<file path="src/rtl/sr04_pkg.sv">
// Shared types and constants for the HC-SR04 echo emulator.
package sr04_pkg;

    // Responder FSM states
    typedef enum logic [2:0] {
        StIdle    = 3'd0,
        StTrigHi  = 3'd1,
        StBurst   = 3'd2,
        StEchoHi  = 3'd3,
        StHoldoff = 3'd4
    } sr04_state_e;

    // Distance (mm) to round-trip time (us): t = (d * K) >> SHIFT, roughly 2*d / 340 m/s
    localparam int unsigned SR04_K     = 6024;
    localparam int unsigned SR04_SHIFT = 10;

    // Default timing
    localparam int unsigned DEF_CLK_FREQ_MHZ  = 50;
    localparam int unsigned DEF_TRIG_MIN_US   = 10;
    localparam int unsigned DEF_ECHO_DELAY_US = 250;
    localparam int unsigned DEF_DIST_MAX_MM   = 4000;
    localparam int unsigned DEF_TIMEOUT_US    = 38000;
    localparam int unsigned DEF_HOLDOFF_US    = 10000;

    // ECHO width in us for a latched distance. Zero distance and anything past the
    // maximum range both report the no-target timeout. The 29-bit product holds the
    // worst case 65535 * 6024; keeping bits [25:10] truncates without rounding.
    function automatic logic [15:0] sr04_echo_width(
        input logic [15:0] dist_mm,
        input logic [15:0] dist_max_mm,
        input logic [15:0] timeout_us
    );
        logic [28:0] prod;
        prod = 29'(dist_mm) * 29'(SR04_K);
        if ((dist_mm == 16'd0) || (dist_mm > dist_max_mm)) begin
            return timeout_us;
        end
        return 16'(prod >> SR04_SHIFT);
    endfunction

endpackage

</file>
<file path="src/rtl/sr04_us_tick.sv">
// Microsecond prescaler: one-cycle Tick each time the 0..CLK_FREQ_MHZ-1 count wraps.
// Clr restarts the count so an interval begun on the cleared cycle lasts exactly
// N * CLK_FREQ_MHZ cycles for N ticks.
module sr04_us_tick
    import sr04_pkg::*;
#(
    parameter int unsigned CLK_FREQ_MHZ = DEF_CLK_FREQ_MHZ
) (
    input  logic CLK,
    input  logic RSTn,
    input  logic Clr,
    output logic Tick
);

    localparam int unsigned CW = (CLK_FREQ_MHZ > 1) ? $clog2(CLK_FREQ_MHZ) : 1;

    logic [CW-1:0] r_cnt;
    logic          w_wrap;

    assign w_wrap = (r_cnt == CW'(CLK_FREQ_MHZ - 1));

    // Tick is not gated by Clr: the FSM derives Clr from a transition that a tick may cause
    assign Tick = w_wrap;

    // Prescaler count with synchronous clear
    always_ff @(posedge CLK or negedge RSTn) begin
        if (!RSTn) begin
            r_cnt <= '0;
        end else if (Clr || w_wrap) begin
            r_cnt <= '0;
        end else begin
            r_cnt <= r_cnt + 1'b1;
        end
    end

endmodule

</file>
<file path="src/rtl/hc_sr04_echo_emulator.sv">
// HC-SR04 responder: accepts a TRIG pulse, waits the burst time, then drives ECHO high
// for the round-trip time of the distance latched when the trigger was accepted.
module hc_sr04_echo_emulator
    import sr04_pkg::*;
#(
    parameter int unsigned CLK_FREQ_MHZ  = DEF_CLK_FREQ_MHZ,
    parameter int unsigned TRIG_MIN_US   = DEF_TRIG_MIN_US,
    parameter int unsigned ECHO_DELAY_US = DEF_ECHO_DELAY_US,
    parameter int unsigned DIST_MAX_MM   = DEF_DIST_MAX_MM,
    parameter int unsigned TIMEOUT_US    = DEF_TIMEOUT_US,
    parameter int unsigned HOLDOFF_US    = DEF_HOLDOFF_US
) (
    input  logic        CLK,
    input  logic        RSTn,
    input  logic        En,
    input  logic        TRIG,
    input  logic [15:0] Dist_mm,
    output logic        ECHO,
    output logic        Busy,
    output logic        Trig_Err,
    output logic        Echo_Done,
    output logic [15:0] Echo_Width_us
);

    // TRIG synchroniser and edge register
    logic r_trig_meta;
    logic r_trig_sync;
    logic r_trig_prev;
    logic w_trig_rise;
    logic w_trig_fall;

    // FSM and timing
    sr04_state_e r_state;
    sr04_state_e w_state_d;
    logic        w_tick;
    logic        w_clr;
    logic [15:0] r_us;
    logic [15:0] r_width;
    logic [15:0] w_width_calc;
    logic        w_accept;
    logic        w_err;
    logic        w_done;

    // Registered outputs
    logic r_echo;
    logic r_busy;
    logic r_trig_err;
    logic r_echo_done;

    // Two-flop synchroniser for the asynchronous TRIG pin, plus the edge-detect stage
    always_ff @(posedge CLK or negedge RSTn) begin
        if (!RSTn) begin
            r_trig_meta <= 1'b0;
            r_trig_sync <= 1'b0;
            r_trig_prev <= 1'b0;
        end else begin
            r_trig_meta <= TRIG;
            r_trig_sync <= r_trig_meta;
            r_trig_prev <= r_trig_sync;
        end
    end

    assign w_trig_rise = r_trig_sync & ~r_trig_prev;
    assign w_trig_fall = ~r_trig_sync & r_trig_prev;

    assign w_width_calc = sr04_echo_width(Dist_mm, 16'(DIST_MAX_MM), 16'(TIMEOUT_US));

    // Every state entry restarts both the prescaler and the interval counter
    assign w_clr = (w_state_d != r_state);

    sr04_us_tick #(
        .CLK_FREQ_MHZ (CLK_FREQ_MHZ)
    ) u_us_tick (
        .CLK  (CLK),
        .RSTn (RSTn),
        .Clr  (w_clr),
        .Tick (w_tick)
    );

    // Next-state decode and single-cycle event strobes
    always_comb begin
        w_state_d = r_state;
        w_accept  = 1'b0;
        w_err     = 1'b0;
        w_done    = 1'b0;
        if (!En) begin
            // Disable abandons any cycle in progress without reporting completion
            w_state_d = StIdle;
        end else begin
            unique case (r_state)
                StIdle: begin
                    // Only a rise starts a cycle; a TRIG already high is ignored
                    if (w_trig_rise) begin
                        w_state_d = StTrigHi;
                    end
                end
                StTrigHi: begin
                    if (w_trig_fall) begin
                        if (r_us >= 16'(TRIG_MIN_US)) begin
                            w_accept  = 1'b1;
                            w_state_d = StBurst;
                        end else begin
                            w_err     = 1'b1;
                            w_state_d = StIdle;
                        end
                    end
                end
                StBurst: begin
                    if (w_tick && (r_us == 16'(ECHO_DELAY_US - 1))) begin
                        w_state_d = StEchoHi;
                    end
                end
                StEchoHi: begin
                    if (w_tick && (r_us == (r_width - 16'd1))) begin
                        w_done    = 1'b1;
                        w_state_d = StHoldoff;
                    end
                end
                StHoldoff: begin
                    if (w_tick && (r_us == 16'(HOLDOFF_US - 1))) begin
                        w_state_d = StIdle;
                    end
                end
                default: begin
                    w_state_d = StIdle;
                end
            endcase
        end
    end

    // State register
    always_ff @(posedge CLK or negedge RSTn) begin
        if (!RSTn) begin
            r_state <= StIdle;
        end else begin
            r_state <= w_state_d;
        end
    end

    // Microsecond interval counter; saturates at the minimum width while TRIG is high
    always_ff @(posedge CLK or negedge RSTn) begin
        if (!RSTn) begin
            r_us <= '0;
        end else if (w_clr) begin
            r_us <= '0;
        end else if (w_tick && (r_state != StIdle)) begin
            if (r_state == StTrigHi) begin
                if (r_us < 16'(TRIG_MIN_US)) begin
                    r_us <= r_us + 16'd1;
                end
            end else begin
                r_us <= r_us + 16'd1;
            end
        end
    end

    // Width latch: later Dist_mm changes cannot disturb a pulse in progress
    always_ff @(posedge CLK or negedge RSTn) begin
        if (!RSTn) begin
            r_width <= '0;
        end else if (w_accept) begin
            r_width <= w_width_calc;
        end
    end

    // Outputs registered from the next state so they track the state register exactly
    always_ff @(posedge CLK or negedge RSTn) begin
        if (!RSTn) begin
            r_echo      <= 1'b0;
            r_busy      <= 1'b0;
            r_trig_err  <= 1'b0;
            r_echo_done <= 1'b0;
        end else begin
            r_echo      <= (w_state_d == StEchoHi);
            r_busy      <= (w_state_d != StIdle);
            r_trig_err  <= w_err;
            r_echo_done <= w_done;
        end
    end

    assign ECHO          = r_echo;
    assign Busy          = r_busy;
    assign Trig_Err      = r_trig_err;
    assign Echo_Done     = r_echo_done;
    assign Echo_Width_us = r_width;

endmodule

</file>
<file path="config.mk">
export PLATFORM = sky130hd
export DESIGN_NAME = hc_sr04_echo_emulator
export DESIGN_NICKNAME = d
export VERILOG_FILES = /design/src/rtl/sr04_pkg.sv /design/src/rtl/sr04_us_tick.sv /design/src/rtl/hc_sr04_echo_emulator.sv
export SDC_FILE = /design/constraint.sdc
export NUM_CORES = 1
export LEC_CHECK = 0
export ABC_AREA = 0
export CAP_MARGIN = 40
export CORE_UTILIZATION = 35
export DETAILED_ROUTE_END_ITERATION = 10
export GPL_ROUTABILITY_DRIVEN = 1
export SYNTH_ARGS = -nofsm -noshare
export SYNTH_HDL_FRONTEND = slang
export SYNTH_HIERARCHICAL = 1
export SYNTH_SLANG_ARGS = --single-unit
</file>
<file path="constraint.sdc">
create_clock -name CLK -period 2.4 [get_ports CLK]
set_clock_uncertainty 0.05 [all_clocks]
set_input_delay 0.6 -clock CLK [delete_from_list [all_inputs] [get_ports CLK]]
set_output_delay 0.6 -clock CLK [all_outputs]
set_load 0.005 [all_outputs]
</file>
==> results of run 1 <==
-- kinds of logic (layout without fill, tap and decap cells) --
| group | Yosys count | after routing | share of synthesized area |
|---|---|---|---|
| AND/OR/NAND/NOR | 169 | 169 | 0.170 |
| adder cells (fa/ha/maj) | 128 | 128 | 0.351 |
| buffers and inverters | 107 | 282 | 0.0760 |
| AO/OA/AOI/OAI | 77 | 77 | 0.0890 |
| XOR/XNOR | 57 | 57 | 0.0894 |
| flip-flops | 48 | 48 | 0.215 |
| multiplexers | 5 | 5 | 0.00896 |
-- worst max path at each step --
stage / startpoint / endpoint / slack [ns] / depth (start not counted)
2_1_floorplan: Dist_mm[8] / Echo_Width_us[15] / -2.17 / 17
3_3_place_gp: Dist_mm[9] / Echo_Width_us[15] / -2.81 / 18
3_5_place_dp: Dist_mm[9] / Echo_Width_us[15] / -2.86 / 18
4_1_cts: Dist_mm[8] / Echo_Width_us[15] / -2.10 / 18
5_1_grt: Dist_mm[8] / Echo_Width_us[10] / -2.28 / 19
6_report: Dist_mm[8] / Echo_Width_us[10] / -2.08 / 19
-- area by class of cell --
class | instances | area share
Tap cell | 211 | 0.0324
Sequential cell | 48 | 0.148
Clock inverter | 3 | 0.00522
Timing Repair Buffer | 179 | 0.192
Clock buffer | 5 | 0.0154
Multi-Input combinational cell | 436 | 0.562
Inverter | 95 | 0.0450
-- cell usage after synthesis (all sizes together) (5+ instances only) --
| cell type | count |
|---|---|
| inv | 95 |
| o21ai | 20 |
| a21oi | 17 |
| fa | 48 |
| and3 | 8 |
| dfrtp | 48 |
| nand4 | 16 |
| and4 | 5 |
| nand2 | 30 |
| nor3 | 25 |
| clkbuf | 6 |
| xor2 | 22 |
| xnor2 | 35 |
| nand3 | 11 |
| a31oi | 5 |
| o22ai | 6 |
| nor2b | 8 |
| nor4 | 8 |
| o21a | 5 |
| ha | 80 |
| buf | 6 |
| nor2 | 39 |
| mux2i | 5 |
-- placed cells by master, fill, tap and decap left out, types with 6 or more instances in the layout --
cell type,count
buf_4,116
inv_1,71
ha_1,57
fa_1,45
dfrtp_1,44
xnor2_1,31
nor2_1,30
nand2_1,29
buf_6,27
clkdlybuf4s50_1,24
inv_2,21
xor2_1,21
ha_4,21
nand4_1,16
a21oi_1,13
o21ai_1,11
nor3_4,10
nor3_1,9
nor2b_1,8
nand3_1,8
o21ai_0,6
nor3_2,6
and3_1,6
-- sequential cells by signal (all words and copies together), names as in the netlist --
signal / cells
Echo_Width_us: 16
r_us: 16
u_us_tick/r_cnt: 6
r_state: 3
Busy: 1
ECHO: 1
Echo_Done: 1
Trig_Err: 1
r_trig_meta: 1
r_trig_prev: 1
r_trig_sync: 1
-- routing by layer --
metal  wire length [µm]  share of wire
met4                179          0.012
met1               6580           0.46
met3                495          0.034
met5                  0              0
met2               7120           0.50
-- metrics by stage --
| step | setup TNS (ns) | cell area, µm² | worst slack [ns] |
|---|---|---|---|
| floorplan | -28.79 | 5790 | -2.17 |
| global placement | -44.95 | 7260 | -2.81 |
| detailed placement | -46.27 | 7260 | -2.86 |
| CTS | -31.03 | 7900 | -2.10 |
| global route | -36.07 | 8150 | -2.28 |
| finish | -30.80 | 8150 | -2.08 |
-- repair_timing --
| item | in CTS | in global routing |
|---|---|---|
| setup buffers | 19 | 5 |
| gates resized for setup | 145 | 50 |
| endpoints found under the setup margin | 41 | 43 |
| gates cloned | 1 | 0 |
| pin swaps | 81 | 61 |
-- worst max-delay path: cells and delay by family --
family | cells | cell delay (ns)
AOI/OAI and AO/OA | 5 | 0.77
xor gates and xnor gates | 1 | 0.17
adders and majority gates | 6 | 2.44
buffers and inverters | 7 | 0.61
-- where the power goes --
part	switching [W]	total, W	internal, W
clock	0.000309	0.000798	0.000490
sequential	0.0000731	0.000953	0.000880
combinational	0.00289	0.00621	0.00331
total	0.00328	0.00796	0.00468
==> metrics.cfg, run 1 <==
[die]
io-pin-count = 40
die_h_um = 128
die_w_um = 128
rows = 45
initial_core_util = 0.363
dieArea_um2 = 16500
core_um2 = 15400

[worst_hold_path]
hold_class = input pin to asynchronous set/reset pin

[drt]
remaining_drc_errors = 0
viasPerCell = 4.87
postRouteAntennaNets = 0
drtIter0Drc = 202
vias = 4760
routed_wl_um = 14400
drt_pass1_iterations = 4
wl_per_cell_um = 14.7

[power_and_ir_drop]
ir_worst_vdd_v = 0.000706
power.density_nw_per_um2 = 976
p_leak_nw = 3.70
total_power_w = 0.00796

[worst_setup_path]
reg2reg_slack_ns = -0.25
rr_worst_depth = 11
cp.arrival_ns = 4.60
crit_type = input pin to flop
crit_fanout = 4
startpoint_type = input pin
path_cells = buf_8, clkinvlp_4, buf_6, fa_1, inv_2, fa_2, fa_1, ha_1, inv_2, fa_1, inv_2, ha_4, a21o_1, a21oi_2, o211ai_1, buf_4, a221oi_2, xor2_1, a21oi_1
worstPathRequired_ns = 2.52
end_kind = flop
cp_slowest_cell = fa_2
r2r_start = Echo_Width_us[0]
slowest_delay_ns = 0.53
worstReg2RegEnd = u_us_tick/r_cnt[1]

[logic_synthesis]
yosysTopAreaCell = dfrtp_1
ys_seq_elements = 48
synth_area_leaders = dfrtp_1 (22%), ha_1 (18%), fa_1 (17%), inv_1 (6.3%), xnor2_1 (5.5%)
netlist_instances = 591
ys_seq_area_frac = 0.215
synth_nets = 739
async_flop_share = 1.00
ys.flop_type = dfrtp_1
synth.avg_cell_area_um2 = 9.45
synth_edf_count = 0
synthesis.area_um2 = 5580
yosysWarnings = 6
yosysTopAreaCellShare = 0.215
synth_cell_type_count = 61

[global_routing]
grt_max_degree = 27
grt_pass1_vias = 4968
overflow = 0
busiest_layer = met2
use_met2 = 0.314
grt_use_met3 = 0.0159
use_met1 = 0.244
grt_pass1_wl_um = 23900
antenna_found_initial = 0
grt_usage = 0.181

[place]
dp_hpwl_um = 11400
place_congestion = 0.854
place_inst = 947
portBuffers = 39

[finish]
n_fill_cell = 1353
ff_latch_area_um2 = 1210
drive_above_1_share = 0.362
syn2layout_area_growth_pct = 46.0
num_antenna_cells = 0
utilization = 0.530
multi_input_comb_area_um2 = 4580
final_nets = 913
fin_cells = 977

[status]
violations = setup timing
status = finished, violations left

[timing]
setup_viol = 38
rsz0062_at_grt = yes
slew_violations = 0
fin_crit_sh = 1.87
tightestPinTransition_ns = 0.550
fin_crit_ns = 4.48
setup_ws_ns = -2.08
fin_hold_ws_ns = 0.242
finalHoldViolCount = 0
slew_headroom = 0.633
fmax_mhz = 223

[clock_tree]
cts_hold_buf = 0
cts_tree = yes
clockBufferDepth = 2
clock_latency_ns = 0.29
numCtsBuffers = 5
cts.sinks = 48
cts_htree_levels = 2
cts-root-buf = clkbuf_16
clk_pin_slew_ns = 0.07

[job]
cap_violations = 0

Power figures use the tool's default switching activity.
==> run 2, diff against run 1 <==
--- a/config.mk
+++ b/config.mk
@@ -5,11 +5,12 @@
 export SDC_FILE = /design/constraint.sdc
 export NUM_CORES = 1
 export LEC_CHECK = 0
-export ABC_AREA = 0
+export ABC_AREA = 1
 export CAP_MARGIN = 40
+export CORE_MARGIN = 3
 export CORE_UTILIZATION = 35
 export DETAILED_ROUTE_END_ITERATION = 10
-export GPL_ROUTABILITY_DRIVEN = 1
+export GPL_ROUTABILITY_DRIVEN = 0
 export SYNTH_ARGS = -nofsm -noshare
 export SYNTH_HDL_FRONTEND = slang
 export SYNTH_HIERARCHICAL = 1
==> metrics.cfg, run 2 <==
[drt]
remaining_drc_errors = 0
drt_pass1_iterations = 7
viasPerCell = 4.75
wl_per_cell_um = 13.5
routed_wl_um = 16000
vias = 5642
postRouteAntennaNets = 0
drtIter0Drc = 337

[global_routing]
grt_usage = 0.181
grt_pass1_vias = 5752
busiest_layer = met2
grt_max_degree = 28
overflow = 0
antenna_found_initial = 0
use_met2 = 0.296
grt_use_met3 = 0.0243
grt_pass1_wl_um = 27500
use_met1 = 0.262

[logic_synthesis]
synth_commonest_cells = inv_1 (158), nand2_1 (135), ha_1 (80)
async_flop_share = 1.00
synth_area_leaders = dfrtp_1 (20%), ha_1 (17%), fa_1 (16%), inv_1 (9.9%), nand2_1 (8.5%)
yosysWarnings = 6
synth_edf_count = 0
ys.flop_type = dfrtp_1
ys_seq_area_frac = 0.201
netlist_instances = 762
synth.most_common_cell = inv_1
synthesis.area_um2 = 5970
synth_nets = 910
ys_seq_elements = 48
synth_cell_type_count = 48
yosysTopAreaCell = dfrtp_1
yosysTopAreaCellShare = 0.201
synth.avg_cell_area_um2 = 7.83

[timing]
tightestPinTransition_ns = 0.540
fin_crit_sh = 1.87
slew_violations = 0
slew_headroom = 0.640
finalHoldViolCount = 0
fmax_mhz = 223
fin_crit_ns = 4.49
rsz0062_at_grt = yes
setup_viol = 38
setup_ws_ns = -2.09
fin_setup_tns_ns = -29.62

[worst_setup_path]
rr_worst_depth = 21
end_kind = flop
crit_type = input pin to flop
worstPathRequired_ns = 2.54
cp.arrival_ns = 4.63
startpoint_type = input pin
crit_fanout = 4

[clock_tree]
clock_latency_ns = 0.29
cts-root-buf = clkbuf_16
cts.sinks = 48
numCtsBuffers = 5
cts_htree_levels = 2
clk_pin_slew_ns = 0.07
cts_tree = yes
clockBufferDepth = 2

[place]
place_inst = 1148
portBuffers = 39
dp_hpwl_um = 12500

[finish]
final_nets = 1116
fin_cells = 1189
final_cell_mix = buf_4 (130), inv_1 (129), nand2_1 (121)
num_antenna_cells = 0
drive_above_1_share = 0.365
syn2layout_area_growth_pct = 51.7
final_common_cell = buf_4

[worst_hold_path]
hold_class = input pin to asynchronous set/reset pin

[die]
initial_core_util = 0.359
die_w_um = 137
core_um2 = 16600
io-pin-count = 40
die_h_um = 137
dieArea_um2 = 18700
rows = 47

[status]
status = finished, violations left
violations = setup timing

[job]
cap_violations = 0

[power_and_ir_drop]
ir_worst_vdd_v = 0.000807
total_power_w = 0.00956
p_leak_nw = 4.50
power.density_nw_per_um2 = 1060

==> run 2: cell count changes after synthesis, sizes merged, moves of 8 or more <==
cell and change:
a21oi +8, inv +67, nand2 +114, nand3 +25, nor2 +41, nor2b -8
nor3 -12, xnor2 -19
==> run 2: layer usage <==
layer	part of all wire	vias to the layer above
li1	-	2815
met1	0.49	2723
met2	0.47	90
met3	0.035	14
met4	0.011	0
met5	0	-
==> run 2: final cells by class <==
| cell class | instances | area [µm²] |
|---|---|---|
| clock inverters | 3 | 42.5 |
| repair buffers | 208 | 1880 |
| clock buffers | 5 | 125 |
| inverters | 162 | 616 |
| flip-flops and latches | 48 | 1200 |
| multi-input cells | 543 | 4910 |
| well taps | 220 | 275 |
| fillers | 1452 | 7590 |
==> run 2: cells by family (layout without fill, tap and decap cells) <==
| kind of cell | Yosys count | in the layout | share of synthesized area |
|---|---|---|---|
| buf+inv | 171 | 378 | 0.110 |
| compound gates | 72 | 72 | 0.0725 |
| fa+ha+maj | 128 | 128 | 0.329 |
| flops | 48 | 48 | 0.201 |
| simple gates | 308 | 308 | 0.236 |
| xor+xnor | 35 | 35 | 0.0514 |
==> run 2: worst max-delay path: stages <==
cell and delay, ns:
buf_8 0.08, clkinvlp_4 0.09, fa_1 0.51, fa_1 0.44, fa_1 0.51, inv_1 0.04
ha_1 0.28, inv_2 0.04, fa_1 0.49, inv_2 0.05, ha_4 0.23, a21oi_2 0.14
o21a_1 0.14, o21ai_2 0.08, nand2_1 0.08, nand2_2 0.06, nand3_2 0.09, nand2_2 0.08
buf_6 0.13, or2_2 0.26, a32o_1 0.22
==> run 2: path summary, 6_finish.rpt <==
kind                                     from                  to  slack [ns]
hold reg to reg                   r_trig_meta         r_trig_sync        0.30
hold / removal                           RSTn                Busy        0.23
min in group CLK                  r_trig_meta         r_trig_sync        0.30
setup / recovery                   Dist_mm[6]   Echo_Width_us[14]       -2.09
max in group asynchronous                RSTn            r_us[14]        1.53
setup reg to reg           u_us_tick/r_cnt[1]  u_us_tick/r_cnt[0]       -0.21
==> run 2: through the flow <==
step / instance area, µm² / setup slack, ns / util / hold WS [ns]
4_1_cts: 8900 / -2.01 / 0.535 / 0.247
3_3_place_gp: 7870 / -2.76 / 0.473 / 0.282
2_1_floorplan: 6190 / -2.09 / - / 0.254
6_report: 9050 / -2.09 / 0.544 / 0.233
5_1_grt: 9050 / -2.27 / 0.544 / 0.266
3_5_place_dp: 7870 / -2.85 / 0.473 / 0.286
==> run 2: power breakdown <==
part           internal [W]  switching [W]
clock              0.000490       0.000317
sequential         0.000838      0.0000208
combinational       0.00415        0.00374
==> run 2: repair_timing <==
action                                  in CTS  in global routing
buffers inserted                            33                  9
hold buffers                                 0                  0
cloned                                       2                  0
resized for setup                          205                 45
pin swaps                                  108                 49
endpoints found under the setup margin      38                 43
